[src/rtl/id_scoreboard_pkg.sv]
// rtl/id_scoreboard_pkg.sv - shared types and helpers for the decode-stage register scoreboard
package id_scoreboard_pkg;

  typedef enum logic [1:0] {
    SB_NONE  = 2'd0,
    SB_RAW   = 2'd1,
    SB_FULL  = 2'd2,
    SB_FLUSH = 2'd3
  } sb_stall_e;

  // Occupancy needs to represent 0..DEPTH inclusive.
  function automatic int sb_occ_width(input int depth);
    return $clog2(depth + 1);
  endfunction

endpackage

[src/rtl/sb_pending_match.sv]
// rtl/sb_pending_match.sv - compares one source address against every live writing entry
module sb_pending_match #(
  parameter int ADDR_WIDTH = 5,
  parameter int DEPTH      = 4,
  parameter int PTR_W      = $clog2(DEPTH)
) (
  input  logic [ADDR_WIDTH-1:0]            src,
  input  logic [DEPTH-1:0][ADDR_WIDTH-1:0] dest,
  input  logic [DEPTH-1:0]                 live_we,
  input  logic [PTR_W-1:0]                 head,
  input  logic                             exclude_head,
  output logic                             match
);

  always_comb begin
    match = 1'b0;
    for (int i = 0; i < DEPTH; i++) begin
      if (live_we[i] && (dest[i] == src) && (src != '0) &&
          !(exclude_head && (PTR_W'(i) == head))) begin
        match = 1'b1;
      end
    end
  end

endmodule

[src/rtl/id_scoreboard.sv]
// rtl/id_scoreboard.sv - in-order in-flight destination tracker that stalls issue on RAW, full and flush
module id_scoreboard
  import id_scoreboard_pkg::*;
#(
  parameter int NUM_REGS   = 32,
  parameter int ADDR_WIDTH = $clog2(NUM_REGS),
  parameter int DEPTH      = 4,
  parameter int WB_BYPASS  = 1,
  localparam int OCC_W     = sb_occ_width(DEPTH),
  localparam int PTR_W     = $clog2(DEPTH)
) (
  input  logic                  clock,
  input  logic                  reset,
  input  logic                  issue_valid_ip,
  input  logic [ADDR_WIDTH-1:0] issue_src1_ip,
  input  logic [ADDR_WIDTH-1:0] issue_src2_ip,
  input  logic                  issue_src1_used_ip,
  input  logic                  issue_src2_used_ip,
  input  logic [ADDR_WIDTH-1:0] issue_dest_ip,
  input  logic                  issue_dest_we_ip,
  output logic                  issue_ready_op,
  output logic                  stall_op,
  output sb_stall_e             stall_reason_op,
  input  logic                  retire_valid_ip,
  input  logic [ADDR_WIDTH-1:0] retire_addr_ip,
  input  logic                  flush_ip,
  input  logic [OCC_W-1:0]      flush_keep_ip,
  output logic [OCC_W-1:0]      occupancy_op,
  output logic                  full_op,
  output logic                  empty_op,
  output logic                  error_op
);

  logic [DEPTH-1:0][ADDR_WIDTH-1:0] buf_dest;
  logic [DEPTH-1:0]                 buf_we;
  logic [PTR_W-1:0]                 head_q, tail_q, head_n, tail_n;
  logic [OCC_W-1:0]                 occ_q, occ_n, occ_after_retire;
  logic [DEPTH-1:0]                 live_we;
  logic                             match1, match2, raw, push, pop, exclude_head;

  assign occupancy_op = occ_q;
  assign full_op      = (occ_q == OCC_W'(DEPTH));
  assign empty_op     = (occ_q == '0);

  // An entry is live when its distance from head is below the occupancy.
  always_comb begin
    live_we = '0;
    for (int i = 0; i < DEPTH; i++) begin
      live_we[i] = buf_we[i] && (OCC_W'(PTR_W'(PTR_W'(i) - head_q)) < occ_q);
    end
  end

  assign exclude_head = (WB_BYPASS != 0) && retire_valid_ip;

  sb_pending_match #(.ADDR_WIDTH(ADDR_WIDTH), .DEPTH(DEPTH), .PTR_W(PTR_W)) u_match_src1 (
    .src(issue_src1_ip), .dest(buf_dest), .live_we(live_we), .head(head_q),
    .exclude_head(exclude_head), .match(match1)
  );

  sb_pending_match #(.ADDR_WIDTH(ADDR_WIDTH), .DEPTH(DEPTH), .PTR_W(PTR_W)) u_match_src2 (
    .src(issue_src2_ip), .dest(buf_dest), .live_we(live_we), .head(head_q),
    .exclude_head(exclude_head), .match(match2)
  );

  assign raw            = (issue_src1_used_ip & match1) | (issue_src2_used_ip & match2);
  assign issue_ready_op = ~flush_ip & ~raw & (~full_op | retire_valid_ip);
  assign stall_op       = issue_valid_ip & ~issue_ready_op;

  always_comb begin
    stall_reason_op = SB_NONE;
    if (issue_valid_ip) begin
      if (flush_ip)                          stall_reason_op = SB_FLUSH;
      else if (raw)                          stall_reason_op = SB_RAW;
      else if (full_op && !retire_valid_ip)  stall_reason_op = SB_FULL;
    end
  end

  // A retire on an empty buffer only raises the error; it must not underflow.
  assign push             = issue_valid_ip & issue_ready_op;
  assign pop              = retire_valid_ip & ~empty_op;
  assign head_n           = head_q + PTR_W'(pop);
  assign occ_after_retire = occ_q - OCC_W'(pop);

  always_comb begin
    occ_n  = occ_after_retire + OCC_W'(push);
    tail_n = tail_q + PTR_W'(push);
    if (flush_ip) begin
      occ_n  = (flush_keep_ip < occ_after_retire) ? flush_keep_ip : occ_after_retire;
      tail_n = head_n + PTR_W'(occ_n);
    end
  end

  always_ff @(posedge clock or posedge reset) begin
    if (reset) begin
      buf_dest <= '0;
      buf_we   <= '0;
      head_q   <= '0;
      tail_q   <= '0;
      occ_q    <= '0;
      error_op <= 1'b0;
    end else begin
      if (push) begin
        buf_dest[tail_q] <= issue_dest_ip;
        buf_we[tail_q]   <= issue_dest_we_ip & (issue_dest_ip != '0);
      end
      head_q <= head_n;
      tail_q <= tail_n;
      occ_q  <= occ_n;
      if (retire_valid_ip &&
          (empty_op || (buf_we[head_q] && (retire_addr_ip != buf_dest[head_q])))) begin
        error_op <= 1'b1;
      end
    end
  end

endmodule

[config.mk]
export PLATFORM = sky130hd
export DESIGN_NAME = id_scoreboard
export DESIGN_NICKNAME = d
export VERILOG_FILES = /design/src/rtl/id_scoreboard_pkg.sv /design/src/rtl/sb_pending_match.sv /design/src/rtl/id_scoreboard.sv
export SDC_FILE = /design/constraint.sdc
export NUM_CORES = 1
export LEC_CHECK = 0
export CORE_ASPECT_RATIO = 0.75
export CORE_MARGIN = 2
export CORE_UTILIZATION = 40
export DETAILED_ROUTE_END_ITERATION = 6
export SLEW_MARGIN = 20
export SYNTH_ARGS = -nofsm -noshare
export SYNTH_HDL_FRONTEND = slang
export SYNTH_SLANG_ARGS = --single-unit
[constraint.sdc]
create_clock -name clock -period 3.9 [get_ports clock]
set_clock_uncertainty 0.05 [all_clocks]
set_input_delay 0.975 -clock clock [delete_from_list [all_inputs] [get_ports clock]]
set_output_delay 0.975 -clock clock [all_outputs]
set_load 0.01 [all_outputs]
==> results.sh <==
export IMPL_async_reset_ff_share_pct=100.0
export IMPL_final_hold_viol_count=0
export IMPL_clock_sinks=32
export IMPL_syn_inst=242
export IMPL_num_antenna_cells=0
export IMPL_insertion_delay_ps=290
export IMPL_area_growth_pct=34.45
export IMPL_startpoint_type="primary input"
export IMPL_grt_ovfl_total=0
export IMPL_synth_seq_cells=32
export IMPL_slowest_stage="or4_4"
export IMPL_clk_pin_slew_worst_paths_ps=60
export IMPL_viasPerCell=5.420
export IMPL_dr_pass1_iters=4
export IMPL_slew_viol_final=0
export IMPL_arrival_ps=2830
export IMPL_io_buffers=40
export IMPL_drt_total_wl_um=6861
export IMPL_post_drt_wl_per_cell_um=17.68
export IMPL_yosysSeqAreaShare_pct=31.50
export IMPL_core_area_um2=6225
export IMPL_dpl_hpwl_um=5267
export IMPL_synth_top_area_share_pct=31.50
export IMPL_place_gp_congestion=0.8711
export IMPL_cp_num_buf_inv=3
export IMPL_critPathMaxStageDelay_ps=540
export IMPL_cts_tree="yes"
export IMPL_ir_drop_v=0.0003283
export IMPL_path_depth=9
export IMPL_p_total_w=0.002533
export IMPL_yosys_top_cells_count="xnor2_1 (45), dfrtp_1 (32), mux2_2 (26)"
export IMPL_root_buffer="clkbuf_8"
export IMPL_cellPowerDensity_nw_per_um2=740.9
export IMPL_critPathTopFamily="simple AND/OR/NAND/NOR gates"
export IMPL_grt_pass1_vias=2034
export IMPL_first_iter_violations=104
export IMPL_period_needed_ps=3855
export IMPL_worst_pin_slew_ps=629.2
export IMPL_final_layout_size_suffix_gt1_share_pct=32.90
export IMPL_dp_slack_ps=-688.2
export IMPL_die_x_um=96.06
export IMPL_leakage_nw=1.405
export IMPL_grt_pass1_wl_um=10870
export IMPL_start_util_pct=40.84
export IMPL_clk_path_buf_depth=2
export IMPL_dieHeight_um=73.05
export IMPL_vias=2103
export IMPL_critical_path_class="in2out"
export IMPL_r2r_setup_slack_ps=510
export IMPL_synth_edf_count=0
export IMPL_fin_nets=354
export IMPL_rsz0062_at_grt="true"
export IMPL_period_share_pct=98.85
export IMPL_max_freq_mhz=259.4
export IMPL_crit_top_cell="nor4_4"
export IMPL_crit_chain="buf_6, or4_4, o21ai_4, nor4_4, nor4_4, buf_4, o211a_1, o21a_1, buf_2"
export IMPL_h_tree_depth=2
export IMPL_synth_cell_type_count=37
export IMPL_reg2regPathDepth=14
export IMPL_synth_ff_type="dfrtp_1"
export IMPL_synth_nets=290
export IMPL_cts_buffers=5
export IMPL_rr_startpoint="occupancy_op[2]$_DFF_PP0_"
export IMPL_r2r_end="tail_q[1]$_DFF_PP0_"
export IMPL_worst_slack_ps=44.71
export IMPL_outcome="completed"
export IMPL_synth_top_cell_by_area="dfrtp_1"
export IMPL_synth_area_top_cells="dfrtp_1 (31%), xnor2_1 (16%), mux2_2 (12%), ha_1 (8.4%), mux4_2 (5.3%)"
export IMPL_io_pins=41
export IMPL_synth_most_common_cell="xnor2_1"
export IMPL_grt_max_degree=18
export IMPL_required_ps=2870
export IMPL_setup_violations_final=0
export IMPL_die_area_um2=7017
export IMPL_startpoint="issue_src1_ip[2]"
export IMPL_ys_warn_count=0
export IMPL_holdBufCountCts=0
export IMPL_netlist_area_um2=2542
export IMPL_hold_path_class="reg2reg"
export IMPL_drc=0
export IMPL_endpoint_kind="output port"
export IMPL_cp_max_fo=4
export IMPL_grt_total_usage_pct=21.19
export IMPL_drv_cap=0
export IMPL_ant_nets=0
export IMPL_syn_area_per_cell_um2=10.51
export IMPL_num_rows=25
export IMPL_relSlewSlack_pct=58.00
export IMPL_antenna_found_initial=0
export IMPL_crit_end="stall_reason_op[1]"
-- final cells by class --
| cell class | instances | area (um^2) |
|---|---|---|
| fill | 562 | 2806 |
| multi-input combinational | 184 | 1757 |
| sequential | 32 | 800.8 |
| timing repair buffer | 71 | 620.6 |
| tap | 81 | 101.3 |
| clock buffer | 7 | 86.33 |
| inverter | 12 | 45.04 |
| clock inverter | 1 | 7.507 |
-- flip-flops by register name (all words and copies together) (netlist names) --
name / count
head_q: 2
buf_we: 4
tail_q: 2
occupancy_op: 3
buf_dest: 20
error_op: 1
-- worst min path at each step --
stage	from	slack, ps	cells past startpoint	end
CTS	error_op$_DFFE_PP0P_	450	2	error_op$_DFFE_PP0P_
floorplan	buf_we[2]$_DFFE_PP0P_	440	1	buf_we[2]$_DFFE_PP0P_
detailed placement	error_op$_DFFE_PP0P_	430	2	error_op$_DFFE_PP0P_
global placement	error_op$_DFFE_PP0P_	420	2	error_op$_DFFE_PP0P_
global route	error_op$_DFFE_PP0P_	490	2	error_op$_DFFE_PP0P_
finish	error_op$_DFFE_PP0P_	440	2	error_op$_DFFE_PP0P_
-- per-stage QoR --
| stage | hold WS (ps) | TNS, ps | cells | cell area, um^2 | utilization, % |
|---|---|---|---|---|---|
| final | 435.2 | 0 | 388 | 3418 | 54.91 |
| after CTS | 445.4 | -0.6224 | 387 | 3387 | 54.41 |
| after global placement | 420.6 | -2699 | 375 | 3181 | 51.10 |
| after global routing | 486.8 | -68.34 | 388 | 3418 | 54.91 |
| after detailed placement | 430.0 | -2815 | 375 | 3181 | 51.10 |
| after floorplan | 439.9 | 0 | 242 | 2549 | - |
-- kinds of logic (layout without fill, tap and decap cells) --
logic type / Yosys count / after routing / share of synthesized area [%]
DFF: 32 / 32 / 31.50
AOI/OAI and AO/OA: 32 / 32 / 9.744
xor gates and xnor gates: 50 / 50 / 17.22
and+or+nand+nor: 52 / 52 / 11.61
buffers and inverters: 26 / 91 / 4.330
muxes: 33 / 33 / 17.22
adders and majority gates: 17 / 17 / 8.366
-- metal layers --
layer | up-vias | global-route usage (%) | wire length (um)
met2 | 43 | 31.71 | 3146
li1 | 993 | - | -
met5 | - | 0 | 0
met3 | 7 | 4.442 | 333
met1 | 1060 | 31.05 | 3297
met4 | 0 | 5.714 | 84
-- cell usage in the layout, fill, tap and decap left out, types with 3 or more instances in the layout --
cell	n
nor3_2	4
dlygate4sd2_1	6
buf_2	3
nand2_1	10
clkdlybuf4s50_1	25
nor3_1	3
buf_4	27
nor2_1	4
a21oi_1	3
dfrtp_1	32
o2111ai_2	3
buf_6	6
mux4_2	6
xor2_1	5
o21ai_0	3
o21a_1	3
mux2_2	26
xnor2_1	44
clkbuf_8	6
ha_1	17
o211ai_1	3
nand4_1	4
nor4_4	4
inv_1	12
nand3_1	9
nor2b_1	3
-- power breakdown --
group          leakage (nW)  switching [W]  total (W)  internal (W)
clock                0.0445       0.000134   0.000277      0.000143
combinational         0.980       0.000697    0.00152      0.000822
sequential            0.380       0.000238   0.000736      0.000498
-- worst reg2reg max path: stages, from the launching register on --
cell	delay [ps]
dfrtp_1	500
nor3_1	470
nor2b_1	140
ha_1	210
ha_1	190
xnor2_1	180
ha_1	270
a21oi_1	210
nand2_1	150
nor2_1	140
a21oi_2	60
ha_1	190
xor2_1	190
o22ai_1	110
a31o_2	230
-- what timing repair did --
action                     in CTS  in global routing
setup buffers                   4                  2
gates resized for setup        55                 11
setup endpoints to repair       4                  5
pin swaps                       8                  7
Note: power is estimated with default switching activity, not from simulation.
